`src/rtl/sub_pkg.sv`:
```
// Shared types and defaults for the bit-serial subtractor.
// Latency: none, declarations only.
// Backpressure: not applicable.
package sub_pkg;

    localparam int SUB_WIDTH_DEFAULT = 8;

    typedef enum logic [1:0] {
        IDLE = 2'd0,
        RUN  = 2'd1,
        DONE = 2'd2
    } state_t;

endpackage

```
`src/rtl/full_subtractor.sv`:
```
// One-bit full subtractor cell computing a - b - bin.
// Latency: combinational.
// Backpressure: none.
module full_subtractor (
    input  logic a,
    input  logic b,
    input  logic bin,
    output logic d,
    output logic bout
);

    assign d    = a ^ b ^ bin;
    assign bout = (~a & b) | (~(a ^ b) & bin);

endmodule

```
`src/rtl/serial_subtractor.sv`:
```
// Bit-serial A-B, LSB first; optional Overflow output with SERIAL_SUBTRACTOR_OVF_EN.
// Latency: Done is high in the cycle closed by edge WIDTH+1 after the accepting edge; throughput WIDTH+2.
// Backpressure: Start is ignored while Busy is high; there is no output stall.
module serial_subtractor
    import sub_pkg::*;
#(
    parameter int WIDTH = SUB_WIDTH_DEFAULT
) (
    input  logic             clk,
    input  logic             rst,
    input  logic             Start,
    input  logic [WIDTH-1:0] A,
    input  logic [WIDTH-1:0] B,
    output logic             Busy,
    output logic             Done,
    output logic [WIDTH-1:0] Diff,
    output logic             Borrow
`ifdef SERIAL_SUBTRACTOR_OVF_EN
    ,
    output logic             Overflow
`endif
);

    localparam int             CW       = $clog2(WIDTH + 1);
    localparam logic [CW-1:0]  CNT_LAST = CW'(WIDTH - 1);

    state_t           state;
    state_t           state_nxt;
    logic [WIDTH-1:0] sh_a;
    logic [WIDTH-1:0] sh_b;
    logic             bw;
    logic [CW-1:0]    cnt;
    logic             cell_d;
    logic             cell_bout;
    logic             last_bit;

    full_subtractor u_cell (
        .a    (sh_a[0]),
        .b    (sh_b[0]),
        .bin  (bw),
        .d    (cell_d),
        .bout (cell_bout)
    );

    assign last_bit = (cnt == CNT_LAST);

    always_ff @(posedge clk) begin
        if (rst) begin
            state <= IDLE;
        end else begin
            state <= state_nxt;
        end
    end

    always_comb begin
        state_nxt = state;
        case (state)
            IDLE:    if (Start) state_nxt = RUN;
            RUN:     if (last_bit) state_nxt = DONE;
            DONE:    state_nxt = IDLE;
            default: state_nxt = IDLE;
        endcase
    end

    always_comb begin
        Busy = (state != IDLE);
        Done = (state == DONE);
    end

    // Operands shift right with sign fill so the MSB stays visible for overflow.
    always_ff @(posedge clk) begin
        if (rst) begin
            sh_a     <= '0;
            sh_b     <= '0;
            bw       <= 1'b0;
            cnt      <= '0;
            Diff     <= '0;
            Borrow   <= 1'b0;
`ifdef SERIAL_SUBTRACTOR_OVF_EN
            Overflow <= 1'b0;
`endif
        end else begin
            case (state)
                IDLE: begin
                    if (Start) begin
                        sh_a <= A;
                        sh_b <= B;
                        bw   <= 1'b0;
                        cnt  <= '0;
                    end
                end
                RUN: begin
                    sh_a <= {sh_a[WIDTH-1], sh_a[WIDTH-1:1]};
                    sh_b <= {sh_b[WIDTH-1], sh_b[WIDTH-1:1]};
                    bw   <= cell_bout;
                    cnt  <= cnt + CW'(1);
                    Diff <= {cell_d, Diff[WIDTH-1:1]};
                    if (last_bit) begin
                        Borrow   <= cell_bout;
`ifdef SERIAL_SUBTRACTOR_OVF_EN
                        Overflow <= (sh_a[WIDTH-1] ^ sh_b[WIDTH-1]) &
                                    (sh_a[WIDTH-1] ^ cell_d);
`endif
                    end
                end
                default: ;
            endcase
        end
    end

endmodule

```
`config.mk`:
```
export PLATFORM = sky130hd
export DESIGN_NAME = serial_subtractor
export DESIGN_NICKNAME = d
export VERILOG_FILES = /design/src/rtl/sub_pkg.sv /design/src/rtl/full_subtractor.sv /design/src/rtl/serial_subtractor.sv
export SDC_FILE = /design/constraint.sdc
export NUM_CORES = 1
export LEC_CHECK = 0
export ABC_AREA = 1
export CORE_AREA = 3 3 57 59
export DETAILED_ROUTE_END_ITERATION = 16
export DIE_AREA = 0 0 60 62
export PLACE_DENSITY_LB_ADDON = 0.08
export SLEW_MARGIN = 40
export SYNTH_ARGS = -nofsm -noshare
export SYNTH_HDL_FRONTEND = slang
export SYNTH_HIERARCHICAL = 1
export SYNTH_SLANG_ARGS = --single-unit
```
`constraint.sdc`:
```
create_clock -name clk -period 2.7 [get_ports clk]
set_clock_uncertainty 0.2 [all_clocks]
set_input_delay 0.405 -clock clk [delete_from_list [all_inputs] [get_ports clk]]
set_output_delay 0.405 -clock clk [all_outputs]
set_load 0.02 [all_outputs]
```
[Yosys cells after proc, flatten, opt, wreduce, memory -nomap -nowiden]
Index checks and enable logic that the tools add are counted.
Word-level totals
  flip-flop bits (word level): 32
  latch bits: 0
  memory bits (writable): 0
  bits in read-only memories: 0
  output and inout bits: 11
  word-level logic and storage cells: 41
  memories kept: 0
Cells by class
  $add $sub $neg: 1
  multiply operators: 0
  div/mod/pow operators: 0
  magnitude comparators: 0
  eq/ne operators: 5
  shift operators: 0
  multiplexer cells: 11
  bitwise operators: 8
  reductions and logical operators: 7
Operators with widths (count)
  one-hot mux 8 bit (2 select lines): 2
  2-to-1 mux 8 bit: 2
  one-hot mux 4 bit (2 select lines): 1
  AND reduction 2 bit: 3
  adder 4 x 1 -> 4 bit (second input constant): 1
  equality test 4 x 3 -> 1 bit (second input constant): 1
  2-to-1 mux 2 bit: 2
  2-to-1 mux 4 bit: 1
  != test 2 bit (second input constant): 2
  one-hot mux 2 bit (2 select lines): 1
  nonzero test 2 bit: 2
  inverter 1 bit: 3
  AND reduction 3 bit: 1
  AND 1 bit: 2
  equality test 2 x 1 -> 1 bit (second input constant): 1
  equality test 2 bit (second input constant): 1
  logical NOT 2 bit: 1
  one-hot mux 1 bit (2 select lines): 1
  bitwise XOR 1 bit: 2
  2-to-1 mux 1 bit: 1
  OR 1 bit: 1

[Depth between registers and ports, before layout]
  depth in word-level cells: 5
  mapped depth: 8
  mapped depth without buffers: 7

[Cells and area by module]
The synthesis kept the hierarchy.
By module, submodules not included
  serial_subtractor: times used 1, cells an instance 211, area each 1470.2 µm², seq. area each 640.6 µm²
  full_subtractor: times used 1, cells an instance 4, area each 31.3 µm², seq. area each 0.0 µm²

[Worst setup path after synthesis]
No wires, ideal clock.
  kind: reg-to-reg
  from: register sh_b[0]
  to: register Diff[7]
  library setup time: 0.116 ns
  data arrival time: 0.975 ns
  required time: 2.384 ns
  setup slack: 1.409 ns
  cell stages (with the launch flop): 5
  buffers on the path: 0
  clock period less this slack: 1.291 ns
  cell sequence: dfxtp_1 > inv_1 > fa_1 > o21ai_0 > nor2_1
On the way
  longest elaborated chain between the ends: 2
RTL lines
  from (decl): line serial_subtractor.sv:30  | logic [WIDTH-1:0] sh_b;
  from (signal assigned): line serial_subtractor.sv:94  | sh_b <= {sh_b[WIDTH-1], sh_b[WIDTH-1:1]};
  bitwise XOR 1 bit (2 in series): line full_subtractor.sv:12  | assign d = a ^ b ^ bin;
  named net cell_d: line serial_subtractor.sv:33  | logic cell_d;
  to (signal assigned): line serial_subtractor.sv:97  | Diff <= {cell_d, Diff[WIDTH-1:1]};
  to (decl): line serial_subtractor.sv:16  | output logic [WIDTH-1:0] Diff,
The timed path passes the listed nets, and every way through them passes these cells.
A chain may end at the register's enable or synchronous reset.

[Final worst setup path]
  from: register state[0]
  to: output Busy
On the way
  longest elaborated chain between the ends: 1
RTL lines
  from (decl): line serial_subtractor.sv:27  | state_t state;
  from (signal assigned): line serial_subtractor.sv:51  | state <= state_nxt;
  nonzero test 2 bit: line serial_subtractor.sv:66  | Busy = (state != IDLE);
  to (decl): line serial_subtractor.sv:14  | output logic Busy,
No other way between the ends.

==> impl_results.md <==
- Status: completed
- WHS Endpoint: sh_a[7]$_SDFFE_PP0P_
- Clock-pin slew on the worst setup and hold paths: 0.09 ns
- Commonest non-fill, non-tap cell in the layout: nand2_1
- Startpoint Class: flop
- Placer congestion estimate: 0.765
- Syn Inst Count: around 220
- Slew Viols, Final: 0
- GRT Util Overall: 18.0%
- Drt pass-1 iters: 4
- FF-to-FF path depth: 7
- Final setup viols: 0
- Post-Route WL: 2.91 mm
- FMAX: ~0.49 GHz
- Antenna diodes: 0
- Congestion Overflow GR: 0
- Row cnt: 19
- PostCTS Resize Cnt: 0
- Initial antenna violation count: 0
- Sum Neg Setup Slack: 0 ns
- Antenna-violating nets left: 0
- CTS tree: yes
- WL/cell: 10.6 µm
- Register area share after synthesis: 42.7%
- Core area: roughly 2800 µm²
- Relative slew margins: 55.3%
- Worst-Margin Slew: 0.669 ns
- CTS buffer count: 5
- Max IR drop VDD: 0.516 mV
- Worst path bufs/invs: 2
- Synth Cell Area: 1500 µm²
- Syn_nets: around 240
- Largest net degree at the start of global routing: 34
- CP max stage delay: 0.60 ns
- Die height: 62 µm
- Layout cells sized above 1: 11.5%
- DRC: 0
- Distinct cells, synth: 21
- Critical path's top delay family: buffers and inverters
- Die width: about 60 µm
- Crit path time final: just over 2 ns
- DP Area: ~1800 µm²
- FILL cells: 259
- CP required: between 2 and 2.5 ns
- Vias in the first global route: 1,217
- Setup Buffers After CTS: 0
- IO Count: 30
- Min-delay src: sh_a[7]$_SDFFE_PP0P_
- Crit-path max FO: 4
- Nets@finish: 264
- CP max stage cell: clkdlybuf4s50_1
- Unrepaired setup endpoints after global routing: no
- Worst hold stages: 2
- CP endpoint kind: output port
- Worst EP arrival: 1.46 ns
- Synth-to-layout area growth: 22.8%
- TritonCTS Sinks: 32
- Hpwl dp: 2.06 mm
- Clk_lat worst skew: ~0.32 ns
- Worst-path cell chain: inv_1 > nand2_1 > clkdlybuf4s50_1
- Design Area, Final: 1840 µm²
- Via/cell ratio: 4.93
- Total design power: 1.02 mW
- Die area: around 3700 µm²
- Final Hold Vio Count: 0
- Most frequent cells in the layout: nand2_1 (57), nor2_1 (45), dfxtp_1 (32), clkdlybuf4s50_1 (29), inv_1 (22)
- Synth warnings: 6
- Worst hold margin: approximately 0.27 ns
- Pwr per Cell Area: 552 nW/µm²
- Reg2reg setup slack: slightly above 0.8 ns
- Vias: 1,355
- Flops & latches, synth: 32
- Final period util: 76.3%
- Iteration-0 DRC Markers: 63
- PortBufs: 29
- Initial Util: 54.4%
- Reg-to-Reg Start: state[1]$_SDFFE_PP0P_
- Final worst-path setup slack: between 0.6 and 0.7 ns
- Hold crit path type: flop to flop
- Syn Area/Cell: 6.98 µm²
- CP Class: flop to output port
- Clock Tree Buf Depth: 2
- Place WS: 0.770 ns
- Post-CTS Hold Fix Bufs: 0
- Static leakage: 0.806 nW
- CTS root buf: clkbuf_4
- H-tree levels: 2
- First-pass GRT wire length: ~5 mm
- RR Endpoint: Borrow$_SDFFE_PP0P_
- Max-cap viol count: 0
-- cells by family (layout without fill, tap and decap cells) --
logic type               Yosys count  after routing  synth area share (%)
AND/OR/NAND/NOR                  112            112                  29.6
flip-flops                        32             32                  42.7
adder cells (fa/ha/maj)            2              2                  2.17
AO/OA/AOI/OAI                     34             34                  14.3
buffers and inverters             35             64                  11.2
-- sequential cells by signal, summed over array words and instances, names as in the netlist --
name / count
state: 2
bw: 1
Diff: 8
sh_a: 8
Borrow: 1
sh_b: 8
cnt: 4
-- layout make-up --
cell class | instances | area (µm²) | share of cell area (%)
sequential | 32 | 641 | 34.8
timing repair buffer | 31 | 318 | 17.2
tap | 31 | 38.8 | 2.10
clock buffer | 8 | 58.8 | 3.19
inverter | 25 | 95.1 | 5.16
multi-input combinational | 148 | 692 | 37.5
-- how the worst max path moves through the flow --
stage / end / slack [ns] / from / cells after the start
after CTS: Busy / 0.63 / state[0]$_SDFFE_PP0P_ / 3
after global routing: Busy / 0.52 / state[0]$_SDFFE_PP0P_ / 3
final: Busy / 0.64 / state[0]$_SDFFE_PP0P_ / 3
after global placement: cnt[2]$_SDFFE_PP0P_ / 0.83 / rst / 4
after floorplan: Diff[7]$_SDFFE_PP0P_ / 1.41 / sh_b[0]$_SDFFE_PP0P_ / 4
after detailed placement: cnt[2]$_SDFFE_PP0P_ / 0.77 / rst / 4
-- Yosys cell counts --
library cell	n	area, µm²
a21oi_1	7	35.0
a21oi_2	1	8.76
buf_2	2	10.0
buf_4	1	7.51
buf_6	4	45.0
clkbuf_1	3	11.3
clkinv_2	1	5.00
dfxtp_1	32	641
fa_1	1	20.0
ha_1	1	12.5
inv_1	22	82.6
inv_2	2	7.51
nand2_1	57	214
nand3_1	4	20.0
nand3_2	1	10.0
nand4_1	1	6.26
nor2_1	45	169
nor2_2	4	25.0
o21ai_0	11	55.1
o21ai_1	4	20.0
o21ai_2	11	96.3
-- power breakdown --
part	switching, mW	internal [mW]
clock network	0.151	0.128
registers	0.0167	0.508
logic	0.121	0.0939
total	0.288	0.730
-- through the flow --
stage | instances | utilization, %
2_1_floorplan | 215 | -
3_3_place_gp | 267 | 64.7
3_5_place_dp | 267 | 64.7
4_1_cts | 275 | 66.8
5_1_grt | 275 | 66.8
6_report | 275 | 66.8
-- metal layers --
layer	wire (µm)	up-vias	GRT usage [%]
met5	0	-	0
met4	46	0	7.91
met3	187	8	6.61
met2	1430	42	31.5
met1	1240	595	19.6
li1	-	710	-
-- worst reg2reg max path, delay by kind of cell (launching register included) --
family                 cells  cell delay (ns)
flip-flops                 1             0.33
buffers and inverters      2             0.43
AND/OR/NAND/NOR            5             0.82
Note: power is estimated with default switching activity, not from simulation.
